[src/rtl/reg_writeback.sv]
// Writeback buffer: in-order queue merging ALU and load results into the
// register file write port, with a two-port bypass lookup over pending entries.
module reg_writeback #(
  parameter int XLEN  = 32,
  parameter int DEPTH = 4
) (
  input  logic                     clk,
  input  logic                     rst_n,
  input  logic                     ld_valid,
  input  logic [4:0]               ld_addr,
  input  logic [XLEN-1:0]          ld_data,
  output logic                     ld_ready,
  input  logic                     alu_valid,
  input  logic [4:0]               alu_addr,
  input  logic [XLEN-1:0]          alu_data,
  output logic                     alu_ready,
  output logic                     wr_en,
  output logic [4:0]               wr_addr,
  output logic [XLEN-1:0]          wr_data,
  input  logic [4:0]               read1,
  input  logic [4:0]               read2,
  output logic                     byp1_hit,
  output logic                     byp2_hit,
  output logic [XLEN-1:0]          byp1_data,
  output logic [XLEN-1:0]          byp2_data,
  output logic [$clog2(DEPTH):0]   count,
  output logic                     full
);

  localparam int PW = $clog2(DEPTH);
  localparam int CW = PW + 1;

  logic [PW-1:0]   rd_ptr, wr_ptr, alu_slot, idx;
  logic [CW-1:0]   cnt_q, free;
  logic [4:0]      q_addr [DEPTH];
  logic [XLEN-1:0] q_data [DEPTH];
  logic            ld_store, alu_store, deq;

  // Readiness is derived from the registered count only; a same-cycle pop
  // never opens a slot for a producer.
  assign free      = CW'(DEPTH) - cnt_q;
  assign ld_ready  = (free >= CW'(1));
  assign alu_ready = (free >= CW'(2)) | ((free == CW'(1)) & ~ld_valid);

  assign ld_store  = ld_valid  & ld_ready  & (ld_addr  != 5'd0);
  assign alu_store = alu_valid & alu_ready & (alu_addr != 5'd0);
  assign deq       = (cnt_q != '0);
  assign alu_slot  = wr_ptr + PW'(ld_store);

  assign count   = cnt_q;
  assign full    = (cnt_q == CW'(DEPTH));
  assign wr_en   = deq;
  assign wr_addr = deq ? q_addr[rd_ptr] : '0;
  assign wr_data = deq ? q_data[rd_ptr] : '0;

  always_ff @(posedge clk or negedge rst_n) begin
    if (!rst_n) begin
      rd_ptr <= '0;
      wr_ptr <= '0;
      cnt_q  <= '0;
    end else begin
      rd_ptr <= rd_ptr + PW'(deq);
      wr_ptr <= wr_ptr + PW'(ld_store) + PW'(alu_store);
      cnt_q  <= cnt_q + CW'(ld_store) + CW'(alu_store) - CW'(deq);
    end
  end

  // Storage needs no reset: outputs are gated by the occupied count.
  always_ff @(posedge clk) begin
    if (ld_store) begin
      q_addr[wr_ptr] <= ld_addr;
      q_data[wr_ptr] <= ld_data;
    end
    if (alu_store) begin
      q_addr[alu_slot] <= alu_addr;
      q_data[alu_slot] <= alu_data;
    end
  end

  // Scan oldest to youngest so the last match found is the youngest.
  always_comb begin
    byp1_hit  = 1'b0;
    byp2_hit  = 1'b0;
    byp1_data = '0;
    byp2_data = '0;
    idx       = '0;
    for (int unsigned i = 0; i < DEPTH; i++) begin
      idx = rd_ptr + PW'(i);
      if (CW'(i) < cnt_q) begin
        if ((read1 != 5'd0) && (q_addr[idx] == read1)) begin
          byp1_hit  = 1'b1;
          byp1_data = q_data[idx];
        end
        if ((read2 != 5'd0) && (q_addr[idx] == read2)) begin
          byp2_hit  = 1'b1;
          byp2_data = q_data[idx];
        end
      end
    end
  end

endmodule

[config.mk]
export PLATFORM = sky130hd
export DESIGN_NAME = reg_writeback
export DESIGN_NICKNAME = d
export VERILOG_FILES = /design/src/rtl/reg_writeback.sv
export SDC_FILE = /design/constraint.sdc
export NUM_CORES = 1
export LEC_CHECK = 0
export CAP_MARGIN = 25
export CELL_PAD_IN_SITES_DETAIL_PLACEMENT = 0
export CELL_PAD_IN_SITES_GLOBAL_PLACEMENT = 1
export CORE_ASPECT_RATIO = 0.6
export CORE_UTILIZATION = 43
export DETAILED_ROUTE_END_ITERATION = 10
export GPL_TIMING_DRIVEN = 1
export PLACE_DENSITY_LB_ADDON = 0.1
export SYNTH_ARGS = -nofsm -noshare
export SYNTH_HDL_FRONTEND = slang
export SYNTH_SLANG_ARGS = --single-unit
[constraint.sdc]
create_clock -name clk -period 5.09 [get_ports clk]
set_input_delay 1.018 -clock clk [delete_from_list [all_inputs] [get_ports clk]]
set_output_delay 1.018 -clock clk [all_outputs]
set_load 0.005 [all_outputs]
==> metrics.yaml <==
wl_per_cell_um: 24.1
synth_adder_area_share: 0.0137
ys_seq_elements: 155
fin_crit_sh: 0.971
relSlewSlack: 0.381
num_io_pins: 198
drt-vias-per-instance: 6.04
final-hold-violation-count: 0
nets: 1574
drc: 0
ff_latch_area_um2: 4630
root_buffer: "clkbuf_16"
timing.rr.end: "q_data[2][16]"
cts_tree: "yes"
synth_edf_count: 148
portBuffers: 197
core.rowCount: 48
drive_gt1_frac: 0.207
pwr_density_cell_nw_per_um2: 745
final_cells: 1886
fin_skew_ns: 0.0157
synth_flop_cell: "edfxtp_1"
clk_transition_reported_paths_ns: 0.06
r2r_start: "count[0]"
synth_top_family_by_area: "multiplexers"
cts_resized: 0
rsz0062_at_grt: "false"
hpwlAfterDp_um: 30600
cp.arrival_ns: 3.92
antenna_found_initial: 1
yosysTopAreaCellShare: 0.342
grt_pass1_wl_um: 68000
place_inst: 1854
floorplan.initialDensity: 0.445
min_path_cells: 2
track_usage: 0.299
area_growth_pct: 23.9
die-area_um2: 30900
postLayoutSetupSlackWorst_ns: 0.147
nFillCells: 2589
synthTopCellsByArea: "edfxtp_1 (34%), mux2_2 (16%), mux2i_1 (11%)"
status: "complete, no violations"
critPathRequiredTime_ns: 4.07
syn_inst: 1322
cp_max_fo: 17
multi_input_area_um2: 7730
setup_tns_ns: 0
r2r_cells: 14
worstHoldStart: "count[1]"
drt_wl_total_um: 45500
cts.sinks: 155
ys_warn_count: 0
grt_max_degree: 87
routabilityCongestion: 0.888
die_w_um: 226
async_flop_share: 0.0452
synthXorXnorAreaFrac: 0.0303
r2r_setup_slack_ns: 1.35
hold_class: "reg -> reg"
clockBufferDepth: 2
ir_worst_vdd_mv: 0.423
cp-start-kind: "input pin"
clk_latency_ns: 0.46
tightest_slew_ns: 0.928
cts_made_buffers: 17
vias: 11400
syn-num-nets: 1423
fin_crit_ns: 4.94
cap_violations: 0
drt_iter0_drc: 1211
core_area_um2: 29200
detail-route-antenna-nets: 0
setup_violations: 0
synth.distinct_cells: 56
diodes: 0
drt_pass1_iterations: 5
startpoint: "read2[3]"
synth_top_cell_by_area: "edfxtp_1"
yosys.area_share.simple: 0.118
syn_area_um2: 13000
synth_compound_area_frac: 0.134
cts_setup_buffers: 0
crit_type: "in -> out"
slew_viol_final: 0
h-tree-depth: 4
whs_endpoint: "count[1]"
die_y_um: 137
hold_buffers: 0
place_ws_ns: 0.216
avgSynthCellArea_um2: 9.83
leakage_nw: 5.91
overflow: 0
muxShareOfSynthArea: 0.294
crit_path_end_kind: "primary output"
grt_pass1_vias: 10800
fmax_mhz: 202
seq_area_frac_synth: 0.356
synth_stat cells, drive strengths merged (3+ instances only):
| cell | instances |
|---|---|
| ha | 11 |
| o22ai | 27 |
| mux2i | 143 |
| a21oi | 62 |
| xnor2 | 26 |
| mux4 | 13 |
| edfxtp | 148 |
| or4 | 24 |
| clkbuf | 61 |
| o21ai | 72 |
| o221ai | 28 |
| a31oi | 9 |
| o2bb2ai | 7 |
| a21o | 3 |
| mux2 | 186 |
| buf | 58 |
| nor3 | 37 |
| dfrtp | 7 |
| a211oi | 55 |
| or2 | 3 |
| nand3 | 6 |
| and2 | 12 |
| nand2 | 149 |
| xor2 | 19 |
| nand4 | 4 |
| inv | 36 |
| nor2 | 90 |
placed cells by master, fill, tap and decap left out, types with 3 or more instances in the layout:
cell / netlist / routed
clkdlybuf4s50_1: 0 / 196
mux2_2: 186 / 186
nand2_1: 149 / 149
edfxtp_1: 148 / 148
mux2i_1: 143 / 143
nor2_1: 90 / 87
o21ai_0: 70 / 70
a21oi_1: 61 / 60
a211oi_1: 55 / 55
buf_4: 9 / 42
inv_1: 35 / 35
nor3_1: 36 / 34
o221ai_1: 28 / 28
o22ai_1: 27 / 26
xnor2_1: 26 / 25
or4_1: 24 / 24
xor2_1: 19 / 19
clkbuf_16: 0 / 17
mux4_2: 13 / 13
and2_1: 12 / 12
ha_1: 11 / 11
buf_12: 0 / 11
a31oi_1: 9 / 9
o2bb2ai_1: 7 / 7
nand3_1: 5 / 5
dfrtp_1: 7 / 5
nand4_1: 4 / 4
clkinvlp_4: 0 / 4
nor2_4: 0 / 3
clkinv_2: 0 / 3
clkbuf_1: 61 / 3
kinds of logic (layout without fill, tap and decap cells):
family,Yosys count,count (layout)
DFF,155,155
and+or+nand+nor,338,338
AOI/OAI and AO/OA,274,274
muxes,342,342
buffers and inverters,155,319
adders and majority gates,13,13
xor gates and xnor gates,45,45
critical path, cell delays in order:
cell and delay [ns]:
clkdlybuf4s50_1 0.63, nor2_1 0.14, a211o_1 0.29, a21oi_2 0.15, nand4b_2 0.23, nor2b_4 0.18, buf_4 0.28, a211oi_1 0.13
o22ai_1 0.29, clkdlybuf4s50_1 0.58
flip-flops by register name, indices dropped and copies added (netlist names):
name and flops:
rd_ptr 2, count 3, q_data 128, q_addr 20, wr_ptr 2
area by class of cell:
class / count / area share
clock inverter: 11 / 0.00762
inverter: 36 / 0.00855
timing repair buffer: 251 / 0.157
clock buffer: 21 / 0.0280
multi-input combinational: 1012 / 0.481
sequential: 155 / 0.287
tap: 400 / 0.0311
worst max path at each step:
stage / endpoint / slack [ns] / depth (start not counted)
2_1_floorplan: q_addr[1][0] / 0.51 / 6
3_3_place_gp: byp1_data[23] / 0.24 / 9
3_5_place_dp: byp1_data[31] / 0.22 / 9
4_1_cts: byp1_data[31] / 0.20 / 9
5_1_grt: byp1_data[15] / 0.02 / 9
6_report: byp2_data[27] / 0.15 / 10
per-stage QoR:
stage	power (W)	utilization	instance area, um2	hold slack (ns)
2_1_floorplan	0.00733	-	13000	0.501
6_report	0.0120	0.551	16100	0.787
4_1_cts	0.0119	0.551	16100	0.787
3_3_place_gp	0.0105	0.531	15500	0.776
3_5_place_dp	0.0105	0.531	15500	0.784
5_1_grt	0.0127	0.551	16100	0.855
metal layers:
metal | GRT usage | wire length (um) | share of wire
met5 | 0 | 0 | 0
met4 | 0.0668 | 646 | 0.014
met3 | 0.0726 | 4300 | 0.094
met2 | 0.415 | 18500 | 0.41
met1 | 0.459 | 22100 | 0.49
where the power goes:
group / leakage (nW) / internal (W) / switching, W
registers: 1.46 / 0.00224 / 0.000404
clock network: 0.269 / 0.000734 / 0.000567
logic: 4.19 / 0.00349 / 0.00456
Note: power is estimated with default switching activity, not from simulation.
